### src/rtl/fetch_unit.sv
// Instruction-fetch front end: owns the PC, drives a synchronous-read imem,
// and buffers up to two fetched words for decode behind valid/ready.
module fetch_unit #(
   parameter logic [15:0] RESET_PC = 16'h0000
) (
   input  logic        clk,
   input  logic        rst,
   output logic [15:0] imem_addr,
   output logic        imem_stall,
   input  logic [15:0] imem_instr,
   output logic        if_valid,
   output logic [15:0] if_instr,
   output logic [15:0] if_pc,
   input  logic        id_ready,
   input  logic        redirect_valid,
   input  logic [15:0] redirect_pc
);

   typedef struct packed {
      logic [15:0] instr;
      logic [15:0] pc;
   } entry_t;

   logic [15:0] pc;
   logic        inflight;
   logic [15:0] inflight_pc;
   logic [1:0]  count;
   entry_t      head;
   entry_t      tail;

   logic        pop;
   logic        push;
   logic        space;
   logic        issue;
   logic [2:0]  occ;
   logic [1:0]  count_nxt;
   entry_t      head_nxt;
   entry_t      tail_nxt;
   entry_t      new_e;

   assign pop   = if_valid & id_ready & ~redirect_valid;
   assign push  = inflight;
   assign occ   = {1'b0, count} + {2'b00, inflight} - {2'b00, pop};
   assign space = (occ < 3'd2);
   assign issue = ~rst & ~redirect_valid & space;

   assign imem_addr  = pc;
   assign imem_stall = ~issue;

   assign if_valid = (count != 2'd0);
   assign if_instr = head.instr;
   assign if_pc    = head.pc;

   // Head stays put when the last word leaves so outputs hold when empty.
   always_comb begin
      head_nxt  = head;
      tail_nxt  = tail;
      count_nxt = count;
      new_e     = '{instr: imem_instr, pc: inflight_pc};
      unique case ({push, pop})
         2'b11: begin
            if (count == 2'd2) begin
               head_nxt = tail;
               tail_nxt = new_e;
            end else begin
               head_nxt = new_e;
            end
         end
         2'b10: begin
            if (count == 2'd0) head_nxt = new_e;
            else               tail_nxt = new_e;
            count_nxt = count + 2'd1;
         end
         2'b01: begin
            if (count == 2'd2) head_nxt = tail;
            count_nxt = count - 2'd1;
         end
         default: ;
      endcase
   end

   always_ff @(posedge clk) begin
      if (rst) begin
         pc          <= RESET_PC;
         inflight    <= 1'b0;
         inflight_pc <= 16'h0000;
         count       <= 2'd0;
         head        <= '0;
         tail        <= '0;
      end else if (redirect_valid) begin
         pc       <= redirect_pc;
         inflight <= 1'b0;
         count    <= 2'd0;
      end else begin
         inflight <= issue;
         if (issue) begin
            inflight_pc <= pc;
            pc          <= pc + 16'd1;
         end
         head  <= head_nxt;
         tail  <= tail_nxt;
         count <= count_nxt;
      end
   end

endmodule

### config.mk
export PLATFORM = sky130hd
export DESIGN_NAME = fetch_unit
export DESIGN_NICKNAME = d
export VERILOG_FILES = /design/src/rtl/fetch_unit.sv
export SDC_FILE = /design/constraint.sdc
export NUM_CORES = 1
export LEC_CHECK = 0
export ABC_AREA = 1
export CAP_MARGIN = 5
export CELL_PAD_IN_SITES_DETAIL_PLACEMENT = 2
export CELL_PAD_IN_SITES_GLOBAL_PLACEMENT = 2
export CORE_AREA = 2 2 131 146
export DETAILED_ROUTE_END_ITERATION = 7
export DIE_AREA = 0 0 133 148
export GPL_TIMING_DRIVEN = 0
export PLACE_DENSITY_LB_ADDON = 0.25
export SLEW_MARGIN = 20
export SYNTH_ARGS = -nofsm -noshare
export SYNTH_HDL_FRONTEND = slang
export SYNTH_SLANG_ARGS = --single-unit
### constraint.sdc
create_clock -name clk -period 3.31 [get_ports clk]
set_clock_uncertainty 0.05 [all_clocks]
set_input_delay 0.4965 -clock clk [delete_from_list [all_inputs] [get_ports clk]]
set_output_delay 0.4965 -clock clk [all_outputs]
set_load 0.05 [all_outputs]
## Word level (Yosys, flattened, before mapping)

Index checks and enable logic that the tools add are counted.

- Word-level logic and storage cells: 49
- Output and inout bits: 50
- Flip-flop bits (word level): 99

- Equality and inequality tests: 8
- Multiplexer cells: 10
- $add $sub $neg: 5
- Magnitude comparators: 1
- Bitwise logic cells: 7
- Reductions and logical operators: 10

Operators by type and width:

| kind | number |
|---|---|
| $mux 32 | 5 |
| $pmux 32 s3 | 1 |
| $pmux 32 s2 | 1 |
| $mux 16 | 2 |
| $add 16x1->16 const B | 1 |
| $ne 2x2->1 const B | 4 |
| $reduce_and 4->1 | 2 |
| $reduce_bool 2->1 | 4 |
| $eq 2x2->1 const B | 3 |
| $and 1x1->1 | 4 |
| $pmux 2 s2 | 1 |
| $add 2x1->3 | 1 |
| $lt 3x2->1 const B | 1 |
| $not 1->1 | 3 |
| $reduce_bool 3->1 | 1 |
| $sub 3x1->3 | 1 |
| $add 2x1->2 const B | 1 |
| $eq 2x1->1 const B | 1 |
| $logic_not 2->1 | 1 |
| $reduce_and 2->1 | 1 |
| $reduce_or 2->1 | 1 |
| $sub 2x1->2 const B | 1 |

## Depth between registers and ports, before layout

- Depth after elaboration: 8
- Gate-level depth with buffers: 17
- Gate-level depth less buffers: 16

## Least setup slack after synthesis

OpenSTA, ideal clock, no wires.

- Path kind: register to output
- From: register count[1]
- To: output imem_stall
- Arrival time: 2729 ps
- Cell stages (with the launch flop): 13
- Path buffers: 2
- Path slack: 34 ps
- Path through: dfxtp_1 inv_2 nand2_1 nand3_1 inv_1 ha_1 or2_2 fa_1 inv_1 nor2_4 nand2_4 buf_6 buf_6

- Cells in the longest elaborated chain, start to end: 7
- Elaborated cells between the ends (all ways): 8
- Those cells by class: add/sub: 2; order compare: 1; bitwise: 4; reduce/logical: 1

Ends and longest elaborated chain:

| what | line | source |
|---|---|---|
| start, declared | 27 | `logic [1:0] count;` |
| start signal, assigned | 102 | `count <= count_nxt;` |
| $reduce_bool 2->1 | 50 | `assign if_valid = (count != 2'd0);` |
| net if_valid | 11 | `output logic if_valid,` |
| $and 1x1->1 (2 in a row) | 41 | `assign pop = if_valid & id_ready & ~redirect_valid;` |
| $sub 3x1->3 | 43 | `assign occ = {1'b0, count} + {2'b00, inflight} - {2'b00, pop};` |
| $lt 3x2->1 | 44 | `assign space = (occ < 3'd2);` |
| $and 1x1->1 | 45 | `assign issue = ~rst & ~redirect_valid & space;` |
| $not 1->1 | 48 | `assign imem_stall = ~issue;` |
| end, declared | 9 | `output logic imem_stall,` |

The timed path passes the listed nets, and every way through them passes these cells.

## Worst setup path in the final report

- From: input id_ready
- To: output imem_stall

- Cells in the longest elaborated chain, start to end: 6

Ends and longest elaborated chain:

| what | line | source |
|---|---|---|
| start, declared | 14 | `input logic id_ready,` |
| $and 1x1->1 (2 in a row) | 41 |  |
| $sub 3x1->3 | 43 |  |
| $lt 3x2->1 | 44 |  |
| $and 1x1->1 | 45 |  |
| $not 1->1 | 48 |  |

No other way between the ends.

==> out/summary.txt <==
CP Max Fanout -> 3
Via count -> 5563
Worst VDD drop -> 245.4 uV
Syn avg cell area -> 6.688 um2
Die height -> 148 um
Port buffer count -> 83
R2R depth -> 14
Num Clock Sinks -> 99
Synthesized instance count -> 780
Setup crit start kind -> input port
1st-iter DRT viols -> 123
Layout cells sized above 1 -> 0.08032
TritonCTS Buffers -> 9
Final Non-Filler Cells -> 1127
Placed Instances -> 1106
Setup violators final -> 0
Num rows -> 52
Final Hold Fails -> 0
Critical R2R Capture -> imem_addr[4]
Initial Util -> 0.2874
CP endpoint -> imem_stall
Setup crit start -> id_ready
Least-Margin Pin Slew -> 641.0 ps
Clk buf depth -> 2
Routability Congestion -> 0.7970
Chip width -> 133 um
Highest Clock Rate -> 310.6 MHz
Fin crit share -> 0.9726
CP endpoint kind -> primary output
Tmin final -> 3219 ps
Final core utilization -> 0.3700
# DRC -> 0
R2R setup slack -> 320 ps
Wire length per cell -> 17.92 um
Largest net degree at the start of global routing -> 19
Final Routed Wirelength -> 20.20 mm
Congestion Overflow GR -> 0
Synthesized flop and latch total -> 99
Worst endpoint data arrival time -> 2670 ps
Lkg Pwr -> 0.002723 uW
Part of the Yosys area used for sequential elements -> 0.3799
Final #Nets -> 922
Total track usage -> 0.2113
Vias in the first global route -> 6332
Antenna cells -> 0
Initial antenna violation count -> 0
Max-Cap Viols -> 0
Worst r2r src -> count[1]
Pins Over Slew Limit -> 0
Syn. warnings -> 0
Die area -> 0.01968 mm2
Root Buffer -> clkbuf_16
Total power draw -> 3017 uW
CTS tree -> done
Synth unique cells -> 31
Syn Std Cell Area -> 0.005216 mm2
Outcome -> finished clean
Data required, critical path -> 2760 ps
RSZ-0062 raised after global routing -> false
Global-route wire length before repair -> 32.95 mm
TritonRoute pass-1 iters -> 4
WS Path Type -> in -> out
Hold Path Class -> in -> reg
Synthesis-to-layout area growth -> 28.76%
Ports -> 86
ANT nets after route -> 0
Layout fillers -> 2151
Clk slew on worst S/H paths -> 70 ps
Worst-Skew Late Latency -> 360 ps
Detailed placement HPWL -> 15.05 mm
Syn nets -> 823
Setup TNS -> 0 ps
PD cells -> 449.2 mW/mm2
DR vias/cell -> 4.936
Worst slew margin -> 0.5726
Core area -> 0.01815 mm2
H-tree depth -> 3
layout by cell type, fill, tap and decap left out, types with 3 or more instances in the layout:
cell	instances
a21oi_1	154
inv_2	4
ha_1	6
o21ai_0	86
a21oi_2	3
nand2_1	140
buf_2	14
clkbuf_16	9
buf_6	7
dfxtp_1	97
o22ai_1	30
nand3_1	29
clkdlybuf4s50_1	82
inv_1	124
nor2_1	29
clkbuf_1	24
buf_4	9
final cells by class:
type / count / area [um2] / area share
Buffer: 50 / 277.8 / 0.04136
Multi-Input combinational cell: 501 / 2480 / 0.3692
Clock inverter: 6 / 65.06 / 0.009687
Sequential cell: 99 / 1987 / 0.2958
Tap cell: 243 / 304.0 / 0.04527
Inverter: 129 / 486.7 / 0.07247
Timing Repair Buffer: 89 / 877.1 / 0.1306
Clock buffer: 10 / 239.0 / 0.03558
critical path, cell delays in order:
cell             delay (ps)
clkdlybuf4s50_1         470
nand3_2                  80
inv_2                    60
ha_1                    210
or2_2                   310
fa_2                    540
inv_1                    70
nor2_4                  100
nand2_4                  70
buf_12                  130
buf_6                   140
flip-flops by register name, summed over array words and instances, names as in the netlist:
| signal | cells |
|---|---|
| inflight | 1 |
| inflight_pc | 16 |
| tail | 32 |
| imem_addr | 16 |
| if_instr | 16 |
| if_pc | 16 |
| count | 2 |
how the worst min path moves through the flow:
stage / end / cells past startpoint / from
CTS: imem_addr[11] / 2 / rst
global route: imem_addr[9] / 2 / rst
detailed placement: tail[17] / 2 / tail[17]
finish: imem_addr[9] / 2 / rst
global placement: tail[19] / 2 / tail[19]
floorplan: tail[16] / 2 / tail[16]
Yosys cell counts:
cell	count	share of area
a211oi_1	1	0.0014
a21oi_1	154	0.15
a21oi_2	3	0.0050
a22oi_1	1	0.0014
a31oi_1	2	0.0024
buf_1	2	0.0014
buf_2	14	0.013
buf_4	3	0.0043
buf_6	8	0.017
clkbuf_1	24	0.017
dfxtp_1	99	0.38
fa_1	1	0.0038
ha_1	6	0.014
inv_1	125	0.090
inv_2	4	0.0029
nand2_1	141	0.10
nand2_2	1	0.0012
nand2_4	2	0.0043
nand3_1	30	0.029
nand3_4	1	0.0034
nand4_1	1	0.0012
nor2_1	29	0.021
nor2_2	2	0.0024
nor2_4	2	0.0043
nor3_1	2	0.0019
nor3_2	1	0.0019
o21ai_0	86	0.083
o21bai_1	2	0.0029
o22ai_1	30	0.036
or2_2	2	0.0024
xor2_1	1	0.0017
routing by layer:
layer / GRT usage / part of all wire / vias to the layer above
met5: 0 / 0 / -
met4: 0.07581 / 0.017 / 0
met3: 0.02401 / 0.026 / 25
met2: 0.3992 / 0.52 / 91
met1: 0.2441 / 0.44 / 2713
li1: - / - / 2734
power by group:
group	internal [uW]	switching, uW
Sequential	1250	48.7
Clock	608	501
Combinational	210	403
Total	2060	952
per-stage QoR:
stage	setup slack, ps	instance area, um2	hold WS [ps]
after CTS	5.436	6698	285.0
final	90.77	6716	292.7
after detailed placement	-953.8	6351	412.4
after global placement	-889.6	6351	402.0
after floorplan	34.20	5216	391.0
after global routing	6.594	6716	303.2
cells by family after synthesis:
logic type,after synthesis,share of synthesized area
simple gates,214,0.1741
fa+ha+maj,7,0.01823
compound gates,279,0.2794
flops,99,0.3799
buf+inv,180,0.1466
xor+xnor,1,0.001679
repair_timing:
| action | CTS | global route |
|---|---|---|
| endpoints found under the setup margin | 1 | 1 |
| pin swaps | 2 | 2 |
| endpoints found under the hold margin | 0 | 0 |
| resized for setup | 15 | 2 |
| hold buffers | 0 | 0 |
| buffers inserted | 4 | 2 |
Power figures use the tool's default switching activity.
==> RTL edit (same flow settings) <==
Reset style: asynchronous (`rst`), changed in one clocked block.
--- a/src/rtl/fetch_unit.sv
+++ b/src/rtl/fetch_unit.sv
@@ -79,7 +79,7 @@
       endcase
    end
 
-   always_ff @(posedge clk) begin
+   always_ff @(posedge clk or posedge rst) begin
       if (rst) begin
          pc          <= RESET_PC;
          inflight    <= 1'b0;
Behaviour: differs if rst is asserted again (counterexample within 4 cycles, from zero or initial values and one cycle with rst high); with rst held inactive, the same outputs for 10 cycles.
==> RTL edit against the unedited design <==
Fmax up 2.2%. Setup slack better by 0.068 ns. Sequential cell count unchanged. Count of clock-buffer cells in the layout up 1. Cell area up 3.9%. Global-route usage down 0.54 points. Non-clock buffer count down 9. Core utilization up 1.4 points. Synthesized cell count unchanged. Wire length down 5.4%. Worst hold slack better by 0.13 ns. Synthesized area up 4.6%. Critical path type unchanged.
Power is not compared: it rests on default switching activity, and its combinational part moved more than twofold at a synthesized area within 25%.
==> RTL edit: results (changes against the unedited design) <==
metric,value,unit,change
DP Worst Slack,-0.993,ns,-0.0391 ns
met2 Usage GRT,39.6,%,-0.28 points
DR iter-0 viols,160,,+30%
measured slew at the worst slew-check pin,0.557,ns,-0.0840 ns
Final WS setup,0.159,ns,+0.0680 ns
Critical R2R Capture,imem_addr[10]$_DFFE_PP0P_,,
initial antenna violation count,0,,unchanged
placer congestion estimate,0.807,,+1.2%
H-tree depth,3,,unchanged
global-route wire length before repair,32.2,mm,-2.4%
main flop type after synthesis,dfrtp_1,,
Post-Synth Adder-Cell Area,0.596,%,-1.2 points
fraction of registers with async set/reset,100,%,+100 points
hold_ws,0.427,ns,+0.134 ns
Post-DP Area,0.00664,mm2,+4.6%
r2r setup slk,0.54,ns,+0.22 ns
status,finished clean,,
met3 Track Usage GR,2.78,%,+0.38 points
XOR/XNOR share of the synthesized area,0.321,%,+0.15 points
dpl hpwl,14.4,mm,-4.2%
Hold Path End,if_pc[4]$_DFFE_PP0P_,,
Crit. Startpoint,redirect_valid,,
Post-Syn Nets,818,,-0.61%
crit-path max cell delay,0.51,ns,-0.03 ns
fillers,2140,,-0.51%
Pint,0.00263,W,
worst r2r path cells,13,,-1
WL met2,10.2,mm,-2.6%
Worst Path Arrival,2.60,ns,-0.07 ns
DR WL met3,540,um,+3.3%
post-DR wirelength/cell,17.0,um,-5.4%
sequential share of the synthesized area,45.4,%,+7.4 points
hold_sp,if_pc[4]$_DFFE_PP0P_,,
seq pwr,0.00178,W,
compound-gate portion of the synthesized area,5.64,%,-22 points
slowest CP cell,fa_1,,
Hold Path Depth,2,,unchanged
gr usage total,20.6,%,-0.54 points
R2R Path Start,count[0]$_DFFE_PP0P_,,
WL met1,7.98,mm,-9.6%
crit-path max FO,11,,+8
detailed-route via count,5510,,-0.95%
I/O Buffers,85,,+2.4%
most frequent cells after synthesis,"nand2_1, nand3_1, dfrtp_1",,
worst min path class,reg2reg,,
M1 GR Usage,23.3,%,-1.1 points
largest net degree at the start of global routing,54,,+35
Synth area leaders,"dfrtp_1, nand2_1, nand3_1",,
# diodes,0,,unchanged
vias in the first global route,6246,,-1.4%
Nets,917,,-0.54%
fin cells,1127,,unchanged
-- RTL edit: cell types whose count changed in the layout (fill, tap and decap cells not counted), moves of 11 or more --
cell	delta
dfrtp_1	+99
o21ai_0	-47
o21ai_1	+11
inv_1	-69
nand3_1	+105
a21oi_1	-150
o22ai_1	-30
nand2_1	+205
buf_2	+11
dfxtp_1	-97
nor2_1	-15
-- RTL edit: what timing repair did --
action | CTS | global route
hold endpoints to repair | 0 | 0
endpoints found under the setup margin | 1 | 1
pin swaps | 0 | 1
gates resized for setup | 9 | 4
gates cloned | 0 | 0
setup buffers | 0 | 3
-- RTL edit: area by class of cell --
class                           count  area (um2)  share of cell area, %
Clock inverter                      5        52.6                  0.753
Inverter                           63         249                   3.57
Clock buffer                       11         243                   3.48
Buffer                             41         200                   2.87
Multi-Input combinational cell    576        2550                   36.6
Tap cell                          243         304                   4.36
Sequential cell                    99        2480                   35.5
Timing Repair Buffer               89         898                   12.9
